`src/rtl/pipe_sequencer_pkg.sv`:
```
// Shared definitions for the pipeline sequencer: state encodings and defaults.
package pipe_sequencer_pkg;

    typedef enum logic [1:0] {
        RUN     = 2'b00,
        MD_WAIT = 2'b01,
        HALT    = 2'b10,
        STEP    = 2'b11
    } seq_state_t;

    localparam int unsigned MD_LATENCY_DEFAULT = 4;
    localparam int unsigned CNT_W_DEFAULT      = 16;
    localparam int unsigned MD_CNT_W           = 4;

endpackage

```
`src/rtl/pipe_sequencer_if.sv`:
```
// Hazard inputs, pipeline-register controls and status between sequencer and datapath.
interface pipe_sequencer_if #(
    parameter int unsigned CNT_W = 16
);
    logic [4:0]       id_rs;
    logic [4:0]       id_rt;
    logic             id_uses_rt;
    logic             id_md;
    logic [4:0]       ex_rd;
    logic             ex_mem_read;
    logic             ex_redirect;
    logic             halt_req;
    logic             step_pulse;
    logic             pc_en;
    logic             if_id_en;
    logic             id_ex_en;
    logic             ex_mem_en;
    logic             mem_wb_en;
    logic             if_id_flush;
    logic             id_ex_flush;
    logic             md_busy;
    logic [1:0]       state;
    logic [CNT_W-1:0] stall_cnt;
    logic [CNT_W-1:0] flush_cnt;

    modport master (
        input  id_rs, id_rt, id_uses_rt, id_md, ex_rd, ex_mem_read, ex_redirect,
               halt_req, step_pulse,
        output pc_en, if_id_en, id_ex_en, ex_mem_en, mem_wb_en, if_id_flush,
               id_ex_flush, md_busy, state, stall_cnt, flush_cnt
    );

    modport slave (
        output id_rs, id_rt, id_uses_rt, id_md, ex_rd, ex_mem_read, ex_redirect,
               halt_req, step_pulse,
        input  pc_en, if_id_en, id_ex_en, ex_mem_en, mem_wb_en, if_id_flush,
               id_ex_flush, md_busy, state, stall_cnt, flush_cnt
    );

endinterface

```
`src/rtl/pipe_sequencer_sat_counter.sv`:
```
// Saturating up-counter with synchronous clear; holds at all-ones.
module sat_counter #(
    parameter int unsigned W = 16
) (
    input  logic         clk,
    input  logic         clr,
    input  logic         inc,
    output logic [W-1:0] count
);

    always_ff @(posedge clk) begin
        if (clr)
            count <= '0;
        else if (inc && (count != '1))
            count <= count + W'(1);
    end

endmodule

```
`src/rtl/pipe_sequencer.sv`:
```
// Pipeline sequencer: stage enables/flushes for load-use, redirect, mult/div and halt/step.
module pipe_sequencer
    import pipe_sequencer_pkg::*;
#(
    parameter int unsigned MD_LATENCY = MD_LATENCY_DEFAULT,
    parameter int unsigned CNT_W      = CNT_W_DEFAULT
) (
    input  logic              clock,
    input  logic              reset,
    pipe_sequencer_if.master  bus
);

    localparam logic [MD_CNT_W-1:0] MD_RELOAD = MD_CNT_W'(MD_LATENCY - 1);

    seq_state_t          state_q, state_d;
    logic [MD_CNT_W-1:0] md_cnt_q, md_cnt_d;
    logic                resume_halt_q, resume_halt_d;
    logic                load_use;
    logic                pc_en, if_id_en, id_ex_en, ex_mem_en, mem_wb_en;
    logic                if_id_flush, id_ex_flush, md_busy;
    logic                stall_inc, flush_inc;

    assign load_use = bus.ex_mem_read && (bus.ex_rd != '0) &&
                      ((bus.ex_rd == bus.id_rs) ||
                       (bus.id_uses_rt && (bus.ex_rd == bus.id_rt)));

    always_ff @(posedge clock) begin
        if (reset) begin
            state_q       <= RUN;
            md_cnt_q      <= '0;
            resume_halt_q <= 1'b0;
        end else begin
            state_q       <= state_d;
            md_cnt_q      <= md_cnt_d;
            resume_halt_q <= resume_halt_d;
        end
    end

    always_comb begin
        state_d       = state_q;
        md_cnt_d      = md_cnt_q;
        resume_halt_d = resume_halt_q;
        case (state_q)
            RUN, STEP: begin
                if (!bus.ex_redirect && !load_use && bus.id_md) begin
                    state_d       = MD_WAIT;
                    md_cnt_d      = MD_RELOAD;
                    // A mult/div issued by a single step returns to HALT, not RUN.
                    resume_halt_d = (state_q == STEP);
                end else if (state_q == STEP)
                    state_d = bus.halt_req ? HALT : RUN;
                else if (!bus.ex_redirect && !load_use && bus.halt_req)
                    state_d = HALT;
                else
                    state_d = RUN;
            end
            MD_WAIT: begin
                md_cnt_d = md_cnt_q - MD_CNT_W'(1);
                if (md_cnt_q <= MD_CNT_W'(1)) begin
                    state_d       = (resume_halt_q && bus.halt_req) ? HALT : RUN;
                    resume_halt_d = 1'b0;
                end
            end
            HALT: begin
                if (!bus.halt_req)
                    state_d = RUN;
                else if (bus.step_pulse)
                    state_d = STEP;
            end
            default: state_d = RUN;
        endcase
    end

    always_comb begin
        pc_en       = 1'b1;
        if_id_en    = 1'b1;
        id_ex_en    = 1'b1;
        ex_mem_en   = 1'b1;
        mem_wb_en   = 1'b1;
        if_id_flush = 1'b0;
        id_ex_flush = 1'b0;
        md_busy     = 1'b0;
        flush_inc   = 1'b0;
        if (!reset) begin
            case (state_q)
                RUN, STEP: begin
                    if (bus.ex_redirect) begin
                        if_id_flush = 1'b1;
                        id_ex_flush = 1'b1;
                        flush_inc   = 1'b1;
                    end else if (load_use) begin
                        pc_en       = 1'b0;
                        if_id_en    = 1'b0;
                        id_ex_flush = 1'b1;
                    end
                end
                MD_WAIT: begin
                    pc_en    = 1'b0;
                    if_id_en = 1'b0;
                    id_ex_en = 1'b0;
                    md_busy  = 1'b1;
                end
                HALT: begin
                    pc_en     = 1'b0;
                    if_id_en  = 1'b0;
                    id_ex_en  = 1'b0;
                    ex_mem_en = 1'b0;
                    mem_wb_en = 1'b0;
                end
                default: ;
            endcase
        end
        stall_inc = !reset && (state_q != HALT) && !pc_en;
    end

    sat_counter #(.W(CNT_W)) u_stall_cnt (
        .clk   (clock),
        .clr   (reset),
        .inc   (stall_inc),
        .count (bus.stall_cnt)
    );

    sat_counter #(.W(CNT_W)) u_flush_cnt (
        .clk   (clock),
        .clr   (reset),
        .inc   (flush_inc),
        .count (bus.flush_cnt)
    );

    assign bus.pc_en       = pc_en;
    assign bus.if_id_en    = if_id_en;
    assign bus.id_ex_en    = id_ex_en;
    assign bus.ex_mem_en   = ex_mem_en;
    assign bus.mem_wb_en   = mem_wb_en;
    assign bus.if_id_flush = if_id_flush;
    assign bus.id_ex_flush = id_ex_flush;
    assign bus.md_busy     = md_busy;
    assign bus.state       = state_q;

endmodule
```
`src/flat_wrapper.sv`:
```
// flat-port wrapper written by rule: the top's interface ports become plain ports
module pipe_sequencer_flat import pipe_sequencer_pkg::*;
#(
    parameter int unsigned MD_LATENCY = MD_LATENCY_DEFAULT,
    parameter int unsigned CNT_W      = CNT_W_DEFAULT
)
  (clock, reset, bus_id_rs, bus_id_rt, bus_id_uses_rt, bus_id_md, bus_ex_rd, bus_ex_mem_read, bus_ex_redirect, bus_halt_req, bus_step_pulse, bus_pc_en, bus_if_id_en, bus_id_ex_en, bus_ex_mem_en, bus_mem_wb_en, bus_if_id_flush, bus_id_ex_flush, bus_md_busy, bus_state, bus_stall_cnt, bus_flush_cnt);
  pipe_sequencer_if #(.CNT_W(CNT_W)) bus_i ();
  input  logic clock;
  input  logic reset;
  input wire logic [$bits(bus_i.id_rs)-1:0] bus_id_rs;
  input wire logic [$bits(bus_i.id_rt)-1:0] bus_id_rt;
  input wire logic [$bits(bus_i.id_uses_rt)-1:0] bus_id_uses_rt;
  input wire logic [$bits(bus_i.id_md)-1:0] bus_id_md;
  input wire logic [$bits(bus_i.ex_rd)-1:0] bus_ex_rd;
  input wire logic [$bits(bus_i.ex_mem_read)-1:0] bus_ex_mem_read;
  input wire logic [$bits(bus_i.ex_redirect)-1:0] bus_ex_redirect;
  input wire logic [$bits(bus_i.halt_req)-1:0] bus_halt_req;
  input wire logic [$bits(bus_i.step_pulse)-1:0] bus_step_pulse;
  output wire logic [$bits(bus_i.pc_en)-1:0] bus_pc_en;
  output wire logic [$bits(bus_i.if_id_en)-1:0] bus_if_id_en;
  output wire logic [$bits(bus_i.id_ex_en)-1:0] bus_id_ex_en;
  output wire logic [$bits(bus_i.ex_mem_en)-1:0] bus_ex_mem_en;
  output wire logic [$bits(bus_i.mem_wb_en)-1:0] bus_mem_wb_en;
  output wire logic [$bits(bus_i.if_id_flush)-1:0] bus_if_id_flush;
  output wire logic [$bits(bus_i.id_ex_flush)-1:0] bus_id_ex_flush;
  output wire logic [$bits(bus_i.md_busy)-1:0] bus_md_busy;
  output wire logic [$bits(bus_i.state)-1:0] bus_state;
  output wire logic [$bits(bus_i.stall_cnt)-1:0] bus_stall_cnt;
  output wire logic [$bits(bus_i.flush_cnt)-1:0] bus_flush_cnt;
  assign bus_i.id_rs = bus_id_rs;
  assign bus_i.id_rt = bus_id_rt;
  assign bus_i.id_uses_rt = bus_id_uses_rt;
  assign bus_i.id_md = bus_id_md;
  assign bus_i.ex_rd = bus_ex_rd;
  assign bus_i.ex_mem_read = bus_ex_mem_read;
  assign bus_i.ex_redirect = bus_ex_redirect;
  assign bus_i.halt_req = bus_halt_req;
  assign bus_i.step_pulse = bus_step_pulse;
  assign bus_pc_en = bus_i.pc_en;
  assign bus_if_id_en = bus_i.if_id_en;
  assign bus_id_ex_en = bus_i.id_ex_en;
  assign bus_ex_mem_en = bus_i.ex_mem_en;
  assign bus_mem_wb_en = bus_i.mem_wb_en;
  assign bus_if_id_flush = bus_i.if_id_flush;
  assign bus_id_ex_flush = bus_i.id_ex_flush;
  assign bus_md_busy = bus_i.md_busy;
  assign bus_state = bus_i.state;
  assign bus_stall_cnt = bus_i.stall_cnt;
  assign bus_flush_cnt = bus_i.flush_cnt;
  pipe_sequencer #(.MD_LATENCY(MD_LATENCY), .CNT_W(CNT_W)) u_core (.clock(clock), .reset(reset), .bus(bus_i));
endmodule
```
`config.mk`:
```
export PLATFORM = sky130hd
export DESIGN_NAME = pipe_sequencer_flat
export DESIGN_NICKNAME = d
export VERILOG_FILES = /design/src/rtl/pipe_sequencer_pkg.sv /design/src/rtl/pipe_sequencer_if.sv /design/src/rtl/pipe_sequencer_sat_counter.sv /design/src/rtl/pipe_sequencer.sv /design/src/flat_wrapper.sv
export SDC_FILE = /design/constraint.sdc
export NUM_CORES = 1
export LEC_CHECK = 0
export CORE_ASPECT_RATIO = 1.25
export CORE_UTILIZATION = 42
export CTS_CLUSTER_SIZE = 8
export DETAILED_ROUTE_END_ITERATION = 12
export PLACE_DENSITY = 0.75
export RECOVER_POWER = 100
export REMOVE_ABC_BUFFERS = 1
export SYNTH_ARGS = -nofsm -noshare
export SYNTH_HDL_FRONTEND = slang
export SYNTH_SLANG_ARGS = --single-unit
export TNS_END_PERCENT = 50
```
`constraint.sdc`:
```
create_clock -name clock -period 2 [get_ports clock]
set_input_delay 0.4 -clock clock [delete_from_list [all_inputs] [get_ports clock]]
set_output_delay 0.4 -clock clock [all_outputs]
set_load 0.02 [all_outputs]
```
---- Yosys cells after proc, flatten, opt, wreduce, memory -nomap -nowiden ----
Index checks and enable logic that the tools add are counted.
storage, ports and cells
  logic and storage cells ................. 75
  register bits after elaboration ......... 39
  output and inout bits ................... 42
cells by class
  $add $sub $neg .......................... 3
  reductions and logical operators ........ 24
  equal/unequal tests ..................... 11
  muxes and demuxes ....................... 31
  order comparisons ....................... 1
operator list
  operator                                                         count
  adder 16 x 1 -> 16 bit (second input constant)                   2
  != test 16 bit (second input constant)                           2
  two-way mux 1 bit                                                18
  two-way mux 2 bit                                                8
  logical AND 1 bit                                                11
  == test 5 bit                                                    2
  one-hot mux 4 bit (2 select lines)                               1
  one-hot mux 2 bit (3 select lines)                               1
  nonzero test 5 bit                                               1
  == test 2 bit (second input constant)                            2
  less-or-equal comparator 4 x 1 -> 1 bit (second input constant)  1
  zero test 1 bit                                                  4
  two-way mux 4 bit                                                1
  != test 2 x 1 -> 1 bit (second input constant)                   2
  one-hot mux 1 bit (2 select lines)                               2
  AND reduction 2 bit                                              2
  OR reduction 2 bit                                               2
  subtractor 4 x 1 -> 4 bit (second input constant)                1
  != test 3 bit (second input constant)                            1
  AND reduction 3 bit                                              1
  == test 2 x 1 -> 1 bit (second input constant)                   1
  zero test 2 bit                                                  1
  != test 2 bit (second input constant)                            1
  nonzero test 2 bit                                               1
  logical OR 1 bit                                                 1

---- Depth between registers and ports, before layout ----
Gate-level depths: netlist (run 1).
  depth in word-level cells ............... 11
  depth in mapped cells ................... 9
  mapped depth without buffers ............ 8

---- By module ----
A second synthesis (run 1) with hierarchy kept.
unflattened totals
  cell total of the unflattened synthesis .. 299
  area, all modules ....................... 2521.2 µm²
by module, submodules not included
  module          instances  cells an instance  area an instance (µm²)  seq. area each (µm²)
  sat_counter     2          99                 848.3                   320.3
  pipe_sequencer  1          101                824.5                   140.1

---- Worst setup path after synthesis (run 1) ----
No wires, ideal clock.
  path kind ............................... reg-to-reg
  start point ............................. reg u_core.state_q[0] (netlist: u_core.bus.state[0])
  end point ............................... reg u_core.u_stall_cnt.count[9]
  cell stages (with the launch flop) ...... 9
  clock period less this slack ............ 2.260 ns
  library setup time ...................... 0.071 ns
  buffers on the path ..................... 1
  data required time ...................... 1.929 ns
  setup slack ............................. -0.260 ns
  arrival ................................. 2.189 ns
  cell sequence ........................... dfxtp_1 > inv_1 > ha_1 > or2_2 > nor2_1 > a21oi_2 > buf_6 > or4_1 > a21oi_1
on the way
  longest elaborated chain between the ends .. 7
  elaborated cells between the ends (all ways) .. 13
RTL lines
  element                                         RTL line                          text
  start: declaration                              pipe_sequencer.sv:15              seq_state_t state_q, state_d;
  start signal: assignment                        pipe_sequencer.sv:33              state_q <= state_d;
  == test 2 x 1 -> 1 bit (tied with other cells)  pipe_sequencer.sv:85              case (state_q)
  OR reduction 2 bit (on tied branches)           --
  one-hot mux 1 bit (2 select lines)              pipe_sequencer.sv:85
  two-way mux 1 bit                               pipe_sequencer.sv:84              if (!reset) begin
  zero test 1 bit                                 pipe_sequencer.sv:113             stall_inc = !reset && (state_q != HALT) && !pc_en;
  logical AND 1 bit (*)                           pipe_sequencer.sv:113
  logical AND 1 bit (*)                           pipe_sequencer_sat_counter.sv:14  else if (inc && (count != '1))
  end signal: assignment                          pipe_sequencer_sat_counter.sv:15  count <= count + W'(1);
  end: declaration                                pipe_sequencer_sat_counter.sv:8   output logic [W-1:0] count
Mark *: on every way between the ends. The rest lies on a longest branch, timed or not.
A chain may end at the register's enable or synchronous reset.

---- Worst setup path after layout (run 1) ----
  start point ............................. in reset
  end point ............................... reg u_core.u_stall_cnt.count[14]
on the way
  longest elaborated chain between the ends .. 4
  elaborated cells between the ends (all ways) .. 6
RTL lines
  element                                                      RTL line                          text
  start: declaration                                           flat_wrapper.sv:10                input logic reset;
  two-way mux 1 bit / zero test 1 bit (equally long branches)  --
  zero test 1 bit / logical AND 1 bit (equally long branches)  pipe_sequencer.sv:113
  logical AND 1 bit                                            pipe_sequencer.sv:113
  logical AND 1 bit                                            pipe_sequencer_sat_counter.sv:14
Several ways; a longest one is shown, not always the timed one.

==> run summary, run 1 <==
Worst reg2reg setup slack: -0.06 ns
Core area: 4830 sq um
Wirelength per Cell: 14.2 um
Avg Inst Size Synth: 8.60 sq um
Area grow syn2layout: 62.2%
Die area: 5430 sq um
Clock transition at path regs: 0.08 ns
Vias in the first global route: 2222
Clock power frac: 0.306
P_leak: 1.50 nW
Share of post-route cells with drive strength above 1: 0.287
Seq/Total Area, Yosys: 0.362
Worst-Margin Slew: 0.418 ns
Die Width: 66.1 um
CTS max path bufs: 2
Most used routing layer: met2
Worst slew margin: 0.719
DR iter-0 viols: 132
Worst min-delay path category: register to register
Async S/R FF share, synth: 0
Hold buffer count at CTS: 0
Pins over their slew limit: 0
Synth Cell Area: 2160 sq um
Tcrit/Tclk final: 1.04
CP endpoint: u_core.u_stall_cnt.count[14]
Met2 GRT Util: 0.438
Logic pwr share: 0.222
Violated checks: negative setup slack
R2R cell count: 8
Ys flop type: dfxtp_1
Worst EP arrival: 2.30 ns
Final cell count without fillers: 426
Nets@finish: 395
CP Launch Point: reset
Synth cell types: 47
Cell row count: 28
Most numerous cell in the Yosys netlist: dfxtp_1
Power Dens Cells: 489 nW/um^2
Fmax: 483 MHz
Top cells by count, synth: 39 x dfxtp_1, 23 x nor2_1, 21 x nand2_1
Crit path capture type: register
Num Clock Sinks: 39
Fillcell total: 383
CTS Root Cell: clkbuf_8
Routability cong.: 0.858
Switching part of the total power: 0.281
NetSw: 0.481 mW
Htree depth: 2
Clk Latency, worst-skew pair: 0.29 ns
Worst EP required: 2.23 ns
Crit path max fanout: 8
Crit start category: input pin
# diodes: 0
IO Port Bufs: 64
Max IR drop VDD: 0.363 mV
HPWL after detailed placement: 4150 um
Synth top area cells: dfxtp_1 36%, xnor2_1 5.3%, xor2_1 5.3%
Max-cap violation count: 0
First-pass GRT wire length: 9650 um
Yosys top cell area share: 0.362
Setup Skew: 0.00250 ns
Pin count of the biggest net entering global routing: 17
Finish-stage setup viols: 6
CTS Buf Count: 5
Vias per inst: 5.41
R2R Path End: u_core.u_stall_cnt.count[14]
Hold path start: u_core.u_stall_cnt.count[6]
DR DRC count: 0
CTS tree: done
Fin crit period: 2.07 ns
Drt pass-1 iters: 4
Met3 Use GR: 0.0385
Final Core Density: 0.724
Post-Route WL: 6060 um
IO Pins: 65
RSZ-0062 raised after global routing: true
PnR worst setup slack: -0.0705 ns
Cell taking the most area after synthesis: dfxtp_1
DR vias: 2303
P_int: 1.23 mW
Register share of total power: 0.471
Placed cells: 411
DRT antenna net count: 0
Final Hold Slack: 0.508 ns
Final hold violation count: 0
Die Y: 82.2 um
Status: finished, violations left
Yosys warning total: 0
Initial Utilization: 0.447
Reg2Reg Launch Point: u_core.u_stall_cnt.count[0]
Gr usage total: 0.230
Seq cells post-synth: 39
CP Class: input pin to register
Post-Syn Instances: 251
GRT overflow: 0
Number of flops mapped to enable cells by yosys: 0
Initial antenna violation count: 0
Met1 GRT Util: 0.250
-- how the worst min path moves through the flow --
stage,endpoint,cells after the start
finish,u_core.u_stall_cnt.count[6],2
global route,u_core.u_stall_cnt.count[6],2
CTS,u_core.u_stall_cnt.count[9],2
detailed placement,u_core.u_stall_cnt.count[9],2
global placement,u_core.u_stall_cnt.count[9],2
floorplan,u_core.u_stall_cnt.count[10],1
-- flip-flops by register name, indices dropped and copies added, names as in the netlist --
register and flops:
u_core.u_flush_cnt.count 16, u_core.resume_halt_q 1, u_core.u_stall_cnt.count 16, u_core.bus.state 2
u_core.md_cnt_q 4
-- area by class of cell --
class	count	area, sq um	share of cell area
clock inverter	3	15.0	0.00429
tap	60	75.1	0.0214
multi-input combinational	191	1430	0.408
inverter	10	37.5	0.0107
timing repair buffer	118	1090	0.312
sequential	39	785	0.224
clock buffer	5	68.8	0.0196
-- kinds of logic (layout without fill, tap and decap cells) --
logic type | count (synthesis) | after routing | synth area share
AO/OA/AOI/OAI | 50 | 50 | 0.160
XOR/XNOR | 26 | 26 | 0.105
adder cells (fa/ha/maj) | 7 | 7 | 0.0406
buffers and inverters | 21 | 136 | 0.0521
flip-flops | 39 | 39 | 0.362
multiplexers | 5 | 5 | 0.0232
AND/OR/NAND/NOR | 103 | 103 | 0.257
-- layout by cell type, fill, tap and decap left out, types with 4 or more instances in the layout --
cell | Yosys | final
a21oi_1 | 14 | 8
a21oi_2 | 1 | 6
and3_1 | 6 | 6
and4_1 | 7 | 7
buf_4 | 3 | 47
buf_6 | 3 | 6
clkbuf_8 | 0 | 5
clkdlybuf4s15_1 | 0 | 4
clkdlybuf4s15_2 | 0 | 4
clkdlybuf4s50_1 | 0 | 9
dfxtp_1 | 39 | 36
dlygate4sd2_1 | 0 | 7
dlygate4sd3_1 | 0 | 32
ha_1 | 7 | 5
inv_1 | 10 | 9
mux2i_1 | 5 | 5
nand2_1 | 21 | 21
nand3_1 | 12 | 12
nand4_1 | 9 | 9
nor2_1 | 23 | 21
o21ai_1 | 4 | 4
o31ai_1 | 7 | 4
or3_1 | 6 | 4
or4_4 | 0 | 4
xnor2_1 | 13 | 12
xor2_1 | 13 | 13
-- through the flow --
stage	total power, mW	instance area [sq um]	setup slack (ns)	TNS (ns)
finish	1.71	3500	-0.0705	-0.195
global route	1.79	3500	-0.152	-1.33
CTS	1.70	3380	-0.0652	-0.277
detailed placement	1.16	3170	-0.865	-15.67
global placement	1.15	3170	-0.836	-14.39
floorplan	0.969	2080	-0.282	-4.09
-- per-layer routing --
| layer | part of all wire | vias up |
|---|---|---|
| li1 | - | 1141 |
| met1 | 0.41 | 1097 |
| met2 | 0.54 | 56 |
| met3 | 0.036 | 9 |
| met4 | 0.014 | 0 |
| met5 | 0 | - |
-- critical path, cell delays in order --
cell             delay [ns]
clkdlybuf4s50_1        0.41
buf_6                  0.14
buf_4                  0.14
nor4_4                 0.29
a21oi_4                0.13
buf_12                 0.15
or4_4                  0.50
a21oi_2                0.13
-- repair_timing --
item                       4_1_cts  5_1_grt
setup endpoints to repair       31       35
gates cloned                     2        0
buffers inserted                 7        1
pin swaps                       26       10
resized for setup               79       31
-- power groups by stage --
stage | registers, mW | clock network (mW) | logic, mW
floorplan | 0.833 | 0 | 0.137
global placement | 0.823 | 0 | 0.329
detailed placement | 0.823 | 0 | 0.335
global route | 0.810 | 0.570 | 0.413
finish | 0.807 | 0.525 | 0.381
CTS | 0.805 | 0.529 | 0.371
Power figures use the tool's default switching activity.
==> run 2: changes to the inputs <==
--- a/config.mk
+++ b/config.mk
@@ -9,7 +9,7 @@
 export CORE_UTILIZATION = 42
 export CTS_CLUSTER_SIZE = 8
 export DETAILED_ROUTE_END_ITERATION = 12
-export PLACE_DENSITY = 0.75
+export PLACE_DENSITY_LB_ADDON = 0.2
 export RECOVER_POWER = 100
 export REMOVE_ABC_BUFFERS = 1
 export SYNTH_ARGS = -nofsm -noshare
==> run summary, run 2 (synthesis gave the netlist of run 1 again) <==
Status: finished, violations left
Violated checks: negative setup slack
Largest registers: u_core.u_flush_cnt.count x16, u_core.u_stall_cnt.count x16, u_core.md_cnt_q x4
CTS Buf Count: 5
Crit start category: register
Worst-Margin Slew: 0.399 ns
Area grow syn2layout: 59.6%
Num Clock Sinks: 39
Setup TNS: -0.0850 ns
Nets@finish: 393
Hold Path Sink: u_core.u_stall_cnt.count[6]
Most frequent cells in the layout: 40 x buf_4, 37 x dfxtp_1, 34 x dlygate4sd3_1
Post-route cell area: 3450 sq um
PnR worst setup slack: -0.0449 ns
Clock transition at path regs: 0.09 ns
Die Width: 66.1 um
DR iter-0 viols: 128
Worst slew margin: 0.732
Cell row count: 28
Worst EP arrival: 2.28 ns
DR DRC count: 0
Tcrit/Tclk final: 1.02
R2R Path End: u_core.u_stall_cnt.count[8]
# diodes: 0
P_leak: 1.51 nW
Final Hold Slack: 0.515 ns
Htree depth: 2
Max-cap violation count: 0
HPWL after detailed placement: 3910 um
Crit path max fanout: 7
Core area: 4830 sq um
Worst min-delay path category: register to register
Fin crit period: 2.04 ns
Max IR drop VDD: 0.399 mV
Gr usage total: 0.224
Setup Skew: 0.00682 ns
Worst hold path depth: 2
Post-Route WL: 6020 um
RSZ-0062 raised after global routing: true
Vias per inst: 5.56
IO Pins: 65
Commonest non-fill, non-tap cell in the layout: buf_4
DRT antenna net count: 0
CP Class: register to register
CTS Root Cell: clkbuf_8
Routability cong.: 0.801
Initial Utilization: 0.447
Pin count of the biggest net entering global routing: 25
Die area: 5430 sq um
Finish-stage setup viols: 4
Clk Latency, worst-skew pair: 0.30 ns
Sequential cell area: 783 sq um
Pins over their slew limit: 0
Share of post-route cells with drive strength above 1: 0.245
Hold path start: u_core.u_stall_cnt.count[6]
Fmax: 489 MHz
Wirelength per Cell: 14.2 um
Drt pass-1 iters: 4
First-pass GRT wire length: 9490 um
CTS tree: done
CTS max path bufs: 2
Placed cell areas: 3140 sq um
Initial antenna violation count: 0
Vias in the first global route: 2224
GRT overflow: 0
Crit path capture type: register
Die Y: 82.2 um
DR vias: 2357
Worst EP required: 2.24 ns
Worst reg2reg setup slack: -0.04 ns
R2R cell count: 9
Multi-input gate area: 1350 sq um
IO Port Bufs: 64
Power Dens Cells: 576 nW/um^2
Reg2Reg Launch Point: u_core.u_stall_cnt.count[0]
Final hold violation count: 0
Fillcell total: 411
-- run 2: changes by cell type in the layout (fill, tap and decap cells not counted), sizes merged, moves of 3 or more --
cell	change
clkbuf	+3
dlymetal6s2s	+4
clkinv	-3
buf	-3
clkdlybuf4s50	-6
-- run 2: report_power, final --
group / internal, mW / switching, mW / total [mW]
clock network: 0.498 / 0.310 / 0.808
registers: 0.791 / 0.0167 / 0.808
logic: 0.193 / 0.177 / 0.370
-- run 2: metal layers --
| metal | routed length, um | track usage | vias to the layer above |
|---|---|---|---|
| met5 | 0 | 0 | - |
| met4 | 139 | 0.0872 | 0 |
| met3 | 266 | 0.0412 | 14 |
| met2 | 3110 | 0.418 | 71 |
| met1 | 2500 | 0.249 | 1128 |
| li1 | - | - | 1144 |
-- run 2: layout make-up --
cell class                      count  share of cell area
Timing Repair Buffer              116               0.310
Sequential cell                    39               0.227
Multi-Input combinational cell    191               0.390
Clock buffer                        5              0.0200
Inverter                           10              0.0109
Clock inverter                      3              0.0196
Tap cell                           60              0.0218
-- run 2: worst max-delay path: stages (launching register included) --
cell and delay (ns):
dfxtp_2 0.35, ha_4 0.16, and4_1 0.15, a41o_1 0.25
nor4_4 0.16, a21oi_2 0.11, buf_12 0.15, buf_8 0.12
or4_1 0.39, a21oi_1 0.14
-- run 2: timing repair --
action                                  4_1_cts  5_1_grt
setup buffers                                 6        4
hold buffers                                  0        0
gates cloned                                  1        0
resized for setup                            77       27
pin swaps                                    27       20
endpoints found under the setup margin       30       36
-- run 2: metrics by stage --
| stage | total power, mW | setup slack [ns] | util | instances |
|---|---|---|---|---|
| finish | 1.99 | -0.0449 | 0.713 | 424 |
| global route | 2.06 | -0.124 | 0.713 | 424 |
| CTS | 1.96 | -0.0801 | 0.695 | 421 |
| detailed placement | 1.15 | -0.826 | 0.650 | 406 |
| global placement | 1.15 | -0.801 | 0.650 | 406 |
| floorplan | 0.969 | -0.282 | - | 240 |
-- run 2: worst max-delay path by stage --
stage / from / to / depth (start not counted)
3_5_place_dp: bus_ex_rd[0] / bus_if_id_en / 7
3_3_place_gp: bus_ex_rd[0] / bus_pc_en / 7
6_report: u_core.u_stall_cnt.count[0] / u_core.u_stall_cnt.count[8] / 9
4_1_cts: u_core.u_stall_cnt.count[0] / u_core.u_stall_cnt.count[8] / 9
5_1_grt: u_core.bus.state[0] / u_core.u_flush_cnt.count[10] / 11
2_1_floorplan: u_core.bus.state[0] / u_core.u_stall_cnt.count[9] / 7
